### config.mk
export PLATFORM = sky130hd
export DESIGN_NAME = johnson_decoder_flat
export DESIGN_NICKNAME = d
export VERILOG_FILES = /design/src/rtl/johnson_decoder_if.sv /design/src/rtl/johnson_decoder.sv /design/src/flat_wrapper.sv
export SDC_FILE = /design/constraint.sdc
export NUM_CORES = 1
export LEC_CHECK = 0
export BUFFER_PORTS_ARGS = -buffer_cell sky130_fd_sc_hd__buf_2
export CAP_MARGIN = 20
export CORE_ASPECT_RATIO = 0.75
export CORE_MARGIN = 2
export CORE_UTILIZATION = 30
export DETAILED_ROUTE_END_ITERATION = 8
export PLACE_DENSITY = 0.54
export SYNTH_ARGS = -nofsm -noshare
export SYNTH_HDL_FRONTEND = slang
export SYNTH_SLANG_ARGS = --single-unit
### constraint.sdc
create_clock -name clk -period 3.55 [get_ports clk]
set_input_delay 0.1775 -clock clk [delete_from_list [all_inputs] [get_ports clk]]
set_output_delay 0.1775 -clock clk [all_outputs]
set_load 0.05 [all_outputs]
### src/rtl/johnson_decoder_if.sv
// Bus between a Johnson counter (master) and johnson_decoder (slave).
// The dir signal exists only when JOHNSON_DEC_REVERSE_EN is defined.
interface johnson_decoder_if #(
  parameter int WIDTH = 3,
  parameter int ERR_W = 8
);
  localparam int IW = $clog2(2 * WIDTH);

  logic [WIDTH-1:0] code;
  logic             clr_err;
  logic [IW-1:0]    idx;
  logic             idx_valid;
  logic             illegal;
  logic             step_err;
  logic             locked;
  logic [ERR_W-1:0] err_cnt;
`ifdef JOHNSON_DEC_REVERSE_EN
  logic             dir;

  modport master (output code, clr_err,
                  input  idx, idx_valid, illegal, step_err, locked, err_cnt, dir);
  modport slave  (input  code, clr_err,
                  output idx, idx_valid, illegal, step_err, locked, err_cnt, dir);
`else
  modport master (output code, clr_err,
                  input  idx, idx_valid, illegal, step_err, locked, err_cnt);
  modport slave  (input  code, clr_err,
                  output idx, idx_valid, illegal, step_err, locked, err_cnt);
`endif
endinterface

### src/rtl/johnson_decoder.sv
// Two-stage Johnson code decoder with sequence checking, lock tracking and error count.
// Define JOHNSON_DEC_REVERSE_EN to accept reverse steps and add the dir output.
module johnson_decoder #(
  parameter int WIDTH    = 3,
  parameter int LOCK_CNT = 4,
  parameter int ERR_W    = 8
) (
  input  logic               clk,
  input  logic               reset,
  johnson_decoder_if.slave   bus
);
  localparam int N  = 2 * WIDTH;
  localparam int IW = $clog2(N);

  typedef enum logic {UNLOCKED, LOCKED} state_t;

  function automatic logic [WIDTH-1:0] jcode(input int i);
    logic [WIDTH-1:0] ones;
    ones = '1;
    if (i <= WIDTH) return ones >> (WIDTH - i);
    else            return ones << (i - WIDTH);
  endfunction

  logic [WIDTH-1:0] code_reg;
  logic             s1_valid_reg;
  logic [IW-1:0]    prev_idx_reg, prev_idx_next;
  logic             prev_valid_reg, prev_valid_next;
  logic [IW-1:0]    idx_reg, idx_next;
  logic             idx_valid_reg, idx_valid_next;
  logic             illegal_reg, illegal_next;
  logic             step_err_reg, step_err_next;
  logic [ERR_W-1:0] err_cnt_reg, err_cnt_next;
  logic [3:0]       adv_cnt_reg, adv_cnt_next;
  state_t           state_reg, state_next;
  logic             advance, err;
  logic [N-1:0]     hit;
  logic             legal;
  logic [IW-1:0]    dec_idx, succ;
`ifdef JOHNSON_DEC_REVERSE_EN
  logic [IW-1:0]    pred;
  logic             dir_reg, dir_next;
`endif

  // Stage 1: capture the raw code; s1_valid_reg keeps reset contents out of stage 2.
  always_ff @(posedge clk) begin
    if (reset) begin
      code_reg     <= '0;
      s1_valid_reg <= 1'b0;
    end else begin
      code_reg     <= bus.code;
      s1_valid_reg <= 1'b1;
    end
  end

  for (genvar gi = 0; gi < N; gi++) begin : g_match
    localparam logic [WIDTH-1:0] PAT = jcode(gi);
    assign hit[gi] = (code_reg == PAT);
  end

  always_comb begin
    legal   = 1'b0;
    dec_idx = '0;
    for (int i = 0; i < N; i++) begin
      if (hit[i]) begin
        legal   = 1'b1;
        dec_idx = IW'(i);
      end
    end
  end

  assign succ = (prev_idx_reg == IW'(N - 1)) ? '0 : prev_idx_reg + 1'b1;
`ifdef JOHNSON_DEC_REVERSE_EN
  assign pred = (prev_idx_reg == '0) ? IW'(N - 1) : prev_idx_reg - 1'b1;
`endif

  // Stage 2: decode and step check against the last legal index.
  always_comb begin
    prev_idx_next   = prev_idx_reg;
    prev_valid_next = prev_valid_reg;
    idx_next        = idx_reg;
    idx_valid_next  = 1'b0;
    illegal_next    = 1'b0;
    step_err_next   = 1'b0;
    advance         = 1'b0;
`ifdef JOHNSON_DEC_REVERSE_EN
    dir_next        = dir_reg;
`endif
    if (s1_valid_reg) begin
      if (!legal) begin
        illegal_next    = 1'b1;
        prev_valid_next = 1'b0;
      end else begin
        idx_next        = dec_idx;
        idx_valid_next  = 1'b1;
        prev_idx_next   = dec_idx;
        prev_valid_next = 1'b1;
        if (prev_valid_reg && (dec_idx != prev_idx_reg)) begin
          if (dec_idx == succ) begin
            advance = 1'b1;
`ifdef JOHNSON_DEC_REVERSE_EN
            dir_next = 1'b0;
          end else if (dec_idx == pred) begin
            advance  = 1'b1;
            dir_next = 1'b1;
`endif
          end else begin
            step_err_next = 1'b1;
          end
        end
      end
    end
  end

  assign err = illegal_next | step_err_next;

  always_comb begin
    state_next   = state_reg;
    adv_cnt_next = adv_cnt_reg;
    case (state_reg)
      UNLOCKED: begin
        if (err) begin
          adv_cnt_next = '0;
        end else if (advance) begin
          if (({1'b0, adv_cnt_reg} + 5'd1) >= 5'(LOCK_CNT)) begin
            state_next   = LOCKED;
            adv_cnt_next = '0;
          end else begin
            adv_cnt_next = adv_cnt_reg + 4'd1;
          end
        end
      end
      default: begin
        if (err) begin
          state_next   = UNLOCKED;
          adv_cnt_next = '0;
        end
      end
    endcase
  end

  always_comb begin
    err_cnt_next = err_cnt_reg;
    if (bus.clr_err)                     err_cnt_next = '0;
    else if (err && (err_cnt_reg != '1)) err_cnt_next = err_cnt_reg + 1'b1;
  end

  always_ff @(posedge clk) begin
    if (reset) begin
      prev_idx_reg   <= '0;
      prev_valid_reg <= 1'b0;
      idx_reg        <= '0;
      idx_valid_reg  <= 1'b0;
      illegal_reg    <= 1'b0;
      step_err_reg   <= 1'b0;
      err_cnt_reg    <= '0;
      adv_cnt_reg    <= '0;
      state_reg      <= UNLOCKED;
`ifdef JOHNSON_DEC_REVERSE_EN
      dir_reg        <= 1'b0;
`endif
    end else begin
      prev_idx_reg   <= prev_idx_next;
      prev_valid_reg <= prev_valid_next;
      idx_reg        <= idx_next;
      idx_valid_reg  <= idx_valid_next;
      illegal_reg    <= illegal_next;
      step_err_reg   <= step_err_next;
      err_cnt_reg    <= err_cnt_next;
      adv_cnt_reg    <= adv_cnt_next;
      state_reg      <= state_next;
`ifdef JOHNSON_DEC_REVERSE_EN
      dir_reg        <= dir_next;
`endif
    end
  end

  assign bus.idx       = idx_reg;
  assign bus.idx_valid = idx_valid_reg;
  assign bus.illegal   = illegal_reg;
  assign bus.step_err  = step_err_reg;
  assign bus.locked    = (state_reg == LOCKED);
  assign bus.err_cnt   = err_cnt_reg;
`ifdef JOHNSON_DEC_REVERSE_EN
  assign bus.dir       = dir_reg;
`endif
endmodule

### src/flat_wrapper.sv
// flat-port wrapper written by rule: the top's interface ports become plain ports
module johnson_decoder_flat 
#(
  parameter int WIDTH    = 3,
  parameter int LOCK_CNT = 4,
  parameter int ERR_W    = 8
)
  (clk, reset, bus_code, bus_clr_err, bus_idx, bus_idx_valid, bus_illegal, bus_step_err, bus_locked, bus_err_cnt);
  johnson_decoder_if #(.WIDTH(WIDTH), .ERR_W(ERR_W)) bus_i ();
  input  logic clk;
  input  logic reset;
  input wire logic [$bits(bus_i.code)-1:0] bus_code;
  input wire logic [$bits(bus_i.clr_err)-1:0] bus_clr_err;
  output wire logic [$bits(bus_i.idx)-1:0] bus_idx;
  output wire logic [$bits(bus_i.idx_valid)-1:0] bus_idx_valid;
  output wire logic [$bits(bus_i.illegal)-1:0] bus_illegal;
  output wire logic [$bits(bus_i.step_err)-1:0] bus_step_err;
  output wire logic [$bits(bus_i.locked)-1:0] bus_locked;
  output wire logic [$bits(bus_i.err_cnt)-1:0] bus_err_cnt;
  assign bus_i.code = bus_code;
  assign bus_i.clr_err = bus_clr_err;
  assign bus_idx = bus_i.idx;
  assign bus_idx_valid = bus_i.idx_valid;
  assign bus_illegal = bus_i.illegal;
  assign bus_step_err = bus_i.step_err;
  assign bus_locked = bus_i.locked;
  assign bus_err_cnt = bus_i.err_cnt;
  johnson_decoder #(.WIDTH(WIDTH), .LOCK_CNT(LOCK_CNT), .ERR_W(ERR_W)) u_core (.clk(clk), .reset(reset), .bus(bus_i));
endmodule
==> results.toml, run 1 <==
[power]
power_density_nw_per_um2 = 384
p_comb_frac = 0.122
p_int_mw = 0.455
leakage_nw = 0.620
switching_share = 0.250
p_total_mw = 0.606
power.switching_mw = 0.152
pwr-share-seq = 0.487
ir_worst_vdd_uv = 162
power.share.clock = 0.391

[critical_path]
critPathTopFamily = "flip-flops"
timing.rr.start = "u_core.code_reg[1]$_SDFF_PP0_"
rr_worst_depth = 6
cp_cell_sequence = "xnor2_1 -> nor4_1 -> or3_4 -> a211oi_4 -> a21oi_1 -> a31o_1"
critical_path.endpoint = "u_core.bus.err_cnt[2]$_SDFFE_PP0P_"
slowest_stage = "dfxtp_1"
required_ns = 3.71
crit_fanout = 21
crit_cells = 6
critPathLaunchType = "flip-flop"
max_stage_delay_ns = 0.74
r2r-end = "u_core.bus.err_cnt[2]$_SDFFE_PP0P_"
critPathCaptureType = "flip-flop"
arrival_ns = 2.43
crit_start = "u_core.code_reg[1]$_SDFF_PP0_"
crit_buf_inv = 0
rrSetupSlack_ns = 1.28
path_class = "flip-flop to flip-flop"

[timing]
max_slew.worst_pin.slew_ns = 0.642
fin_skew_ns = 0.00534
holdWs_ns = 0.115
period_share = 0.640
drv_slew = 0
rsz0062_at_grt = "false"
min_period_ns = 2.27
finalHoldViolations = 0
finalSetupTns_ns = 0
fmax_ghz = 0.440
maxSlewHeadroom = 0.571
finalSetupViolations = 0

[drt]
dr_wl_met3_um = 156
wl_met2_um = 1210
drt_iter0_drc = 33
wl_per_cell_um = 12.8
ant_nets = 0
drc = 0
wl_met1_um = 1570
vias = 1152
drtPass1Iterations = 4
wirelength_um = 2950
top_layer_used = "met4"
routed_via_density = 5.01

[placed_design]
dpl_cell_area_um2 = 1510
dp_cells = 226
io_buffers = 20
dp_hpwl_um = 2090
routabilityCongestion = 0.743

[cells_and_area]
largest_reg_flops = 8
fin_cells = 230
fill_cells = 456
drive_gt1_frac = 0.191
n_antenna_cell = 0
stdcell_area_um2 = 1580
nets = 183
area_growth_pct = 14.3

[clock_tree]
numCtsBuffers = 3
cts.sinks = 24
post_cts_buffers = 0
tritoncts = "built"
clock_latency_ns = 0.27
cts_resized = 0
cts-root-buf = "clkbuf_8"
h-tree-depth = 1
path_clk_slew_ns = 0.08
holdBufCountCts = 0
clock_path_buffers = 2

[yosys]
synth_common_cells = "dfxtp_1 (24), nor2_1 (17), a21oi_1 (13)"
syn_area_um2 = 1380
synth-simple-area-share = 0.277
synth-seq-cells = 24
avgSynthCellArea_um2 = 8.68
synthAdderAreaFrac = 0.0272
yosysTopAreaCell = "dfxtp_1"
synthArstFlopShare = 0
yosys-top-cells-area = "dfxtp_1 (35%), a21oi_1 (4.7%), nor2_1 (4.6%)"
synth-main-ff-cell = "dfxtp_1"
ys_seq_area_frac = 0.348
yosysWarnings = 0
netlist_instances = 159
synth.top_cell.area_share = 0.348
synth_cell_type_count = 43
synthXorXnorAreaFrac = 0.0499
syn-num-nets = 168
synth_edf_count = 0
synth_compound_area_frac = 0.205
synth_top_family_by_area = "simple AND/OR/NAND/NOR gates"
synthMuxAreaShare = 0.0299
synth.most_common_cell = "dfxtp_1"

[global_route]
grt_pass1_wl_um = 5010
antenna_found_initial = 0
grt_pass1_vias = 1024
grtUsageTotal = 0.123
grt_max_degree = 22
grt_overflow = 0

[floorplan]
die-area_um2 = 5160
top_level_ports = 21
rows = 21
initial_core_util = 0.311
die_w_um = 82.3
die_h_um = 62.7
coreArea_um2 = 4440

[run_status]
status = "finished, final reports clean"

[job]
maxCapViolCount = 0

[hold_path]
holdCritPathClass = "primary input to flip-flop"
## per-stage QoR
stage	worst slack [ns]	utilization
floorplan	1.30	-
global placement	1.34	0.339
detailed placement	1.30	0.339
CTS	1.29	0.355
global route	1.11	0.355
finish	1.28	0.355
## cells in the final DEF, fill, tap and decap left out, types with 2 or more instances in the layout
cell type  Yosys  routed
a22oi_1        4       4
xnor2_1        5       5
nand3_1        6       6
a31o_1         2       2
nor2_1        17      17
clkbuf_8       0       3
a2111oi_2      3       3
nor2b_1        5       5
inv_1          9       9
o21ai_1        2       2
nor4_1         2       2
nand4_1        5       5
a22o_1         2       2
mux2i_1        3       3
buf_2          9      20
ha_1           3       3
and4b_1        3       3
dfxtp_1       24      24
nor4bb_1       3       3
o22ai_1        2       2
nor3_1         2       2
o21ai_0        3       3
nand2_1        8       8
nand2b_1       2       2
and2_1         3       3
a21oi_1       13      13
## layout make-up
| type | instances | area (um^2) | share of cell area |
|---|---|---|---|
| Multi-Input combinational cell | 115 | 813 | 0.515 |
| Sequential cell | 24 | 480 | 0.305 |
| Timing Repair Buffer | 21 | 108 | 0.0682 |
| Tap cell | 57 | 71.3 | 0.0452 |
| Clock buffer | 3 | 41.3 | 0.0262 |
| Inverter | 9 | 33.8 | 0.0214 |
| Clock inverter | 1 | 30.0 | 0.0190 |
## cells by family (layout without fill, tap and decap cells)
family | count (synthesis) | count (layout)
buffers and inverters | 20 | 34
adder cells (fa/ha/maj) | 3 | 3
multiplexers | 4 | 4
flip-flops | 24 | 24
AO/OA/AOI/OAI | 37 | 37
XOR/XNOR | 7 | 7
AND/OR/NAND/NOR | 64 | 64
## power by group through the flow
stage | Clock (mW) | Sequential (mW) | Combinational (mW)
after floorplan | 0 | 0.299 | 0.0600
after global placement | 0 | 0.301 | 0.0744
after detailed placement | 0 | 0.301 | 0.0748
after CTS | 0.244 | 0.295 | 0.0749
after global routing | 0.257 | 0.298 | 0.0823
final | 0.237 | 0.295 | 0.0741
## worst min path at each step
| stage | from | endpoint | slack, ns | depth (start not counted) |
|---|---|---|---|---|
| after detailed placement | bus_code[2] | u_core.code_reg[2]$_SDFF_PP0_ | 0.39 | 2 |
| after global placement | bus_code[2] | u_core.code_reg[2]$_SDFF_PP0_ | 0.39 | 2 |
| after CTS | bus_code[2] | u_core.code_reg[2]$_SDFF_PP0_ | 0.11 | 2 |
| after floorplan | reset | u_core.s1_valid_reg$_DFF_P_ | 0.27 | 1 |
| final | bus_code[2] | u_core.code_reg[2]$_SDFF_PP0_ | 0.12 | 2 |
| after global routing | bus_code[1] | u_core.code_reg[1]$_SDFF_PP0_ | 0.11 | 2 |
## layer usage
metal / vias up / GRT usage
met5: - / 0
met4: 0 / 0.0188
met3: 2 / 0.0390
met2: 24 / 0.165
met1: 521 / 0.193
li1: 605 / -
Power figures use the tool's default switching activity.
==> inputs of run 2 (changes only) <==
clock period = 2.3 ns   (was 3.55 ns; I/O delays follow)
==> run 2 against run 1 <==
  * Worst setup slack lost 1.1 ns
  * Combinational power rose by 88%
  * Critical path depth is the same
  * Final cell count increased by 4.3%
  * Global-route usage grew 0.79 points
  * Hold slack worse by 0.061 ns
  * First-iteration DRC count increased by 61%
  * Design area grew 4.8%
  * Sequential share of layout area fell by 1.4 points
  * Non-clock buffer count increased by 10
  * Maximum frequency grew 9.5%
  * Via count increased by 5.2%
==> results.toml, run 2 (synthesized netlist as in run 1, its figures left out) <==
[hold_path]
holdCritPathClass = "primary input to flip-flop"

[placed_design]
routabilityCongestion = 0.790
dp_hpwl_um = 2350
io_buffers = 20
pre_cts_slack_ns = 0.253

[critical_path]
critPathLaunchType = "flip-flop"
max_stage_delay_ns = 0.57
required_ns = 2.46
crit_buf_inv = 0
critPathTopFamily = "compound AO/OA/AOI/OAI gates"
cp_cell_sequence = "xnor2_2 -> mux2i_1 -> or3_4 -> a211oi_4 -> a21oi_1 -> a31o_1"
arrival_ns = 2.24
slowest_stage = "dfxtp_1"
path_class = "flip-flop to flip-flop"
critPathCaptureType = "flip-flop"
crit_fanout = 10

[clock_tree]
cts.sinks = 24
cts-root-buf = "clkbuf_8"
clock_path_buffers = 2
clock_latency_ns = 0.27
holdBufCountCts = 0
post_cts_buffers = 0
tritoncts = "built"
cts_resized = 0
h-tree-depth = 1
numCtsBuffers = 3
path_clk_slew_ns = 0.08

[drt]
routed_via_density = 5.05
drc = 0
drt_iter0_drc = 53
ant_nets = 0
wirelength_um = 3150
wl_per_cell_um = 13.1
vias = 1212
drtPass1Iterations = 5

[cells_and_area]
drive_gt1_frac = 0.235
nets = 193
largest_reg_flops = 8
area_growth_pct = 19.8
final_common_cell = "dfxtp_1"
n_antenna_cell = 0
layout_common_cells = "dfxtp_1 (24), buf_2 (20), nor2_1 (17)"

[global_route]
grt_pass1_vias = 1030
grt_max_degree = 15
grtUsageTotal = 0.131
antenna_found_initial = 0
grt_overflow = 0
grt_pass1_wl_um = 5220

[timing]
fin_skew_ns = 0.0100
rsz0062_at_grt = "false"
drv_slew = 0
holdWs_ns = 0.0543
max_slew.worst_pin.slew_ns = 0.543
maxSlewHeadroom = 0.635
finalHoldViolations = 0
fmax_ghz = 0.482
finalSetupViolations = 0
layout_setup_ws_ns = 0.227
period_share = 0.901
finalSetupTns_ns = 0
min_period_ns = 2.07

[floorplan]
top_level_ports = 21
die_w_um = 82.3
rows = 21
die_h_um = 62.7
coreArea_um2 = 4440
die-area_um2 = 5160
initial_core_util = 0.311

[power]
power_density_nw_per_um2 = 579
leakage_nw = 0.670
ir_worst_vdd_uv = 283

[run_status]
status = "finished, final reports clean"

[job]
maxCapViolCount = 0
==> run 2: layout make-up <==
| cell class | instances | area [um^2] |
|---|---|---|
| Clock buffer | 3 | 41.3 |
| Clock inverter | 1 | 30.0 |
| Fill cell | 460 | 2790 |
| Inverter | 9 | 33.8 |
| Multi-Input combinational cell | 115 | 813 |
| Sequential cell | 24 | 480 |
| Tap cell | 57 | 71.3 |
| Timing Repair Buffer | 31 | 183 |
==> run 2: final timing paths <==
path / endpoint / slack (ns) / startpoint / cells after the start
max: u_core.bus.err_cnt[2]$_SDFFE_PP0P_ / 0.23 / u_core.code_reg[2]$_SDFF_PP0_ / 6
min: u_core.code_reg[1]$_SDFF_PP0_ / 0.05 / bus_code[1] / 2
max reg2reg: u_core.bus.err_cnt[2]$_SDFFE_PP0P_ / 0.23 / u_core.code_reg[2]$_SDFF_PP0_ / 6
min reg2reg: u_core.prev_valid_reg$_SDFFE_PP0P_ / 0.48 / u_core.prev_valid_reg$_SDFFE_PP0P_ / 2
==> run 2: where the power goes <==
part / switching [mW] / total (mW) / internal, mW / leakage, nW
logic: 0.0842 / 0.139 / 0.0550 / 0.439
registers: 0.0200 / 0.446 / 0.426 / 0.196
clock network: 0.140 / 0.372 / 0.233 / 0.0357
total: 0.244 / 0.957 / 0.714 / 0.670
==> run 2: routing by layer <==
| layer | share of wire | vias to the layer above | GRT usage | wire [um] |
|---|---|---|---|---|
| met4 | 0.0057 | 0 | 0.0250 | 18 |
| met1 | 0.55 | 562 | 0.212 | 1740 |
| met2 | 0.40 | 21 | 0.170 | 1250 |
| li1 | - | 627 | - | - |
| met3 | 0.043 | 2 | 0.0347 | 137 |
| met5 | 0 | - | 0 | 0 |
==> run 2: per-stage QoR <==
stage | std cells | total power [mW] | area, um^2 | utilization
after floorplan | 159 | 0.554 | 1380 | -
after global placement | 236 | 0.595 | 1580 | 0.356
after detailed placement | 236 | 0.595 | 1580 | 0.356
after CTS | 240 | 0.969 | 1650 | 0.372
after global routing | 240 | 1.01 | 1650 | 0.372
final | 240 | 0.957 | 1650 | 0.372
==> run 2: worst register-to-register path, stage by stage, from the launching register on <==
cell	delay (ns)
dfxtp_1	0.57
xnor2_2	0.16
mux2i_1	0.11
or3_4	0.44
a211oi_4	0.39
a21oi_1	0.12
a31o_1	0.18
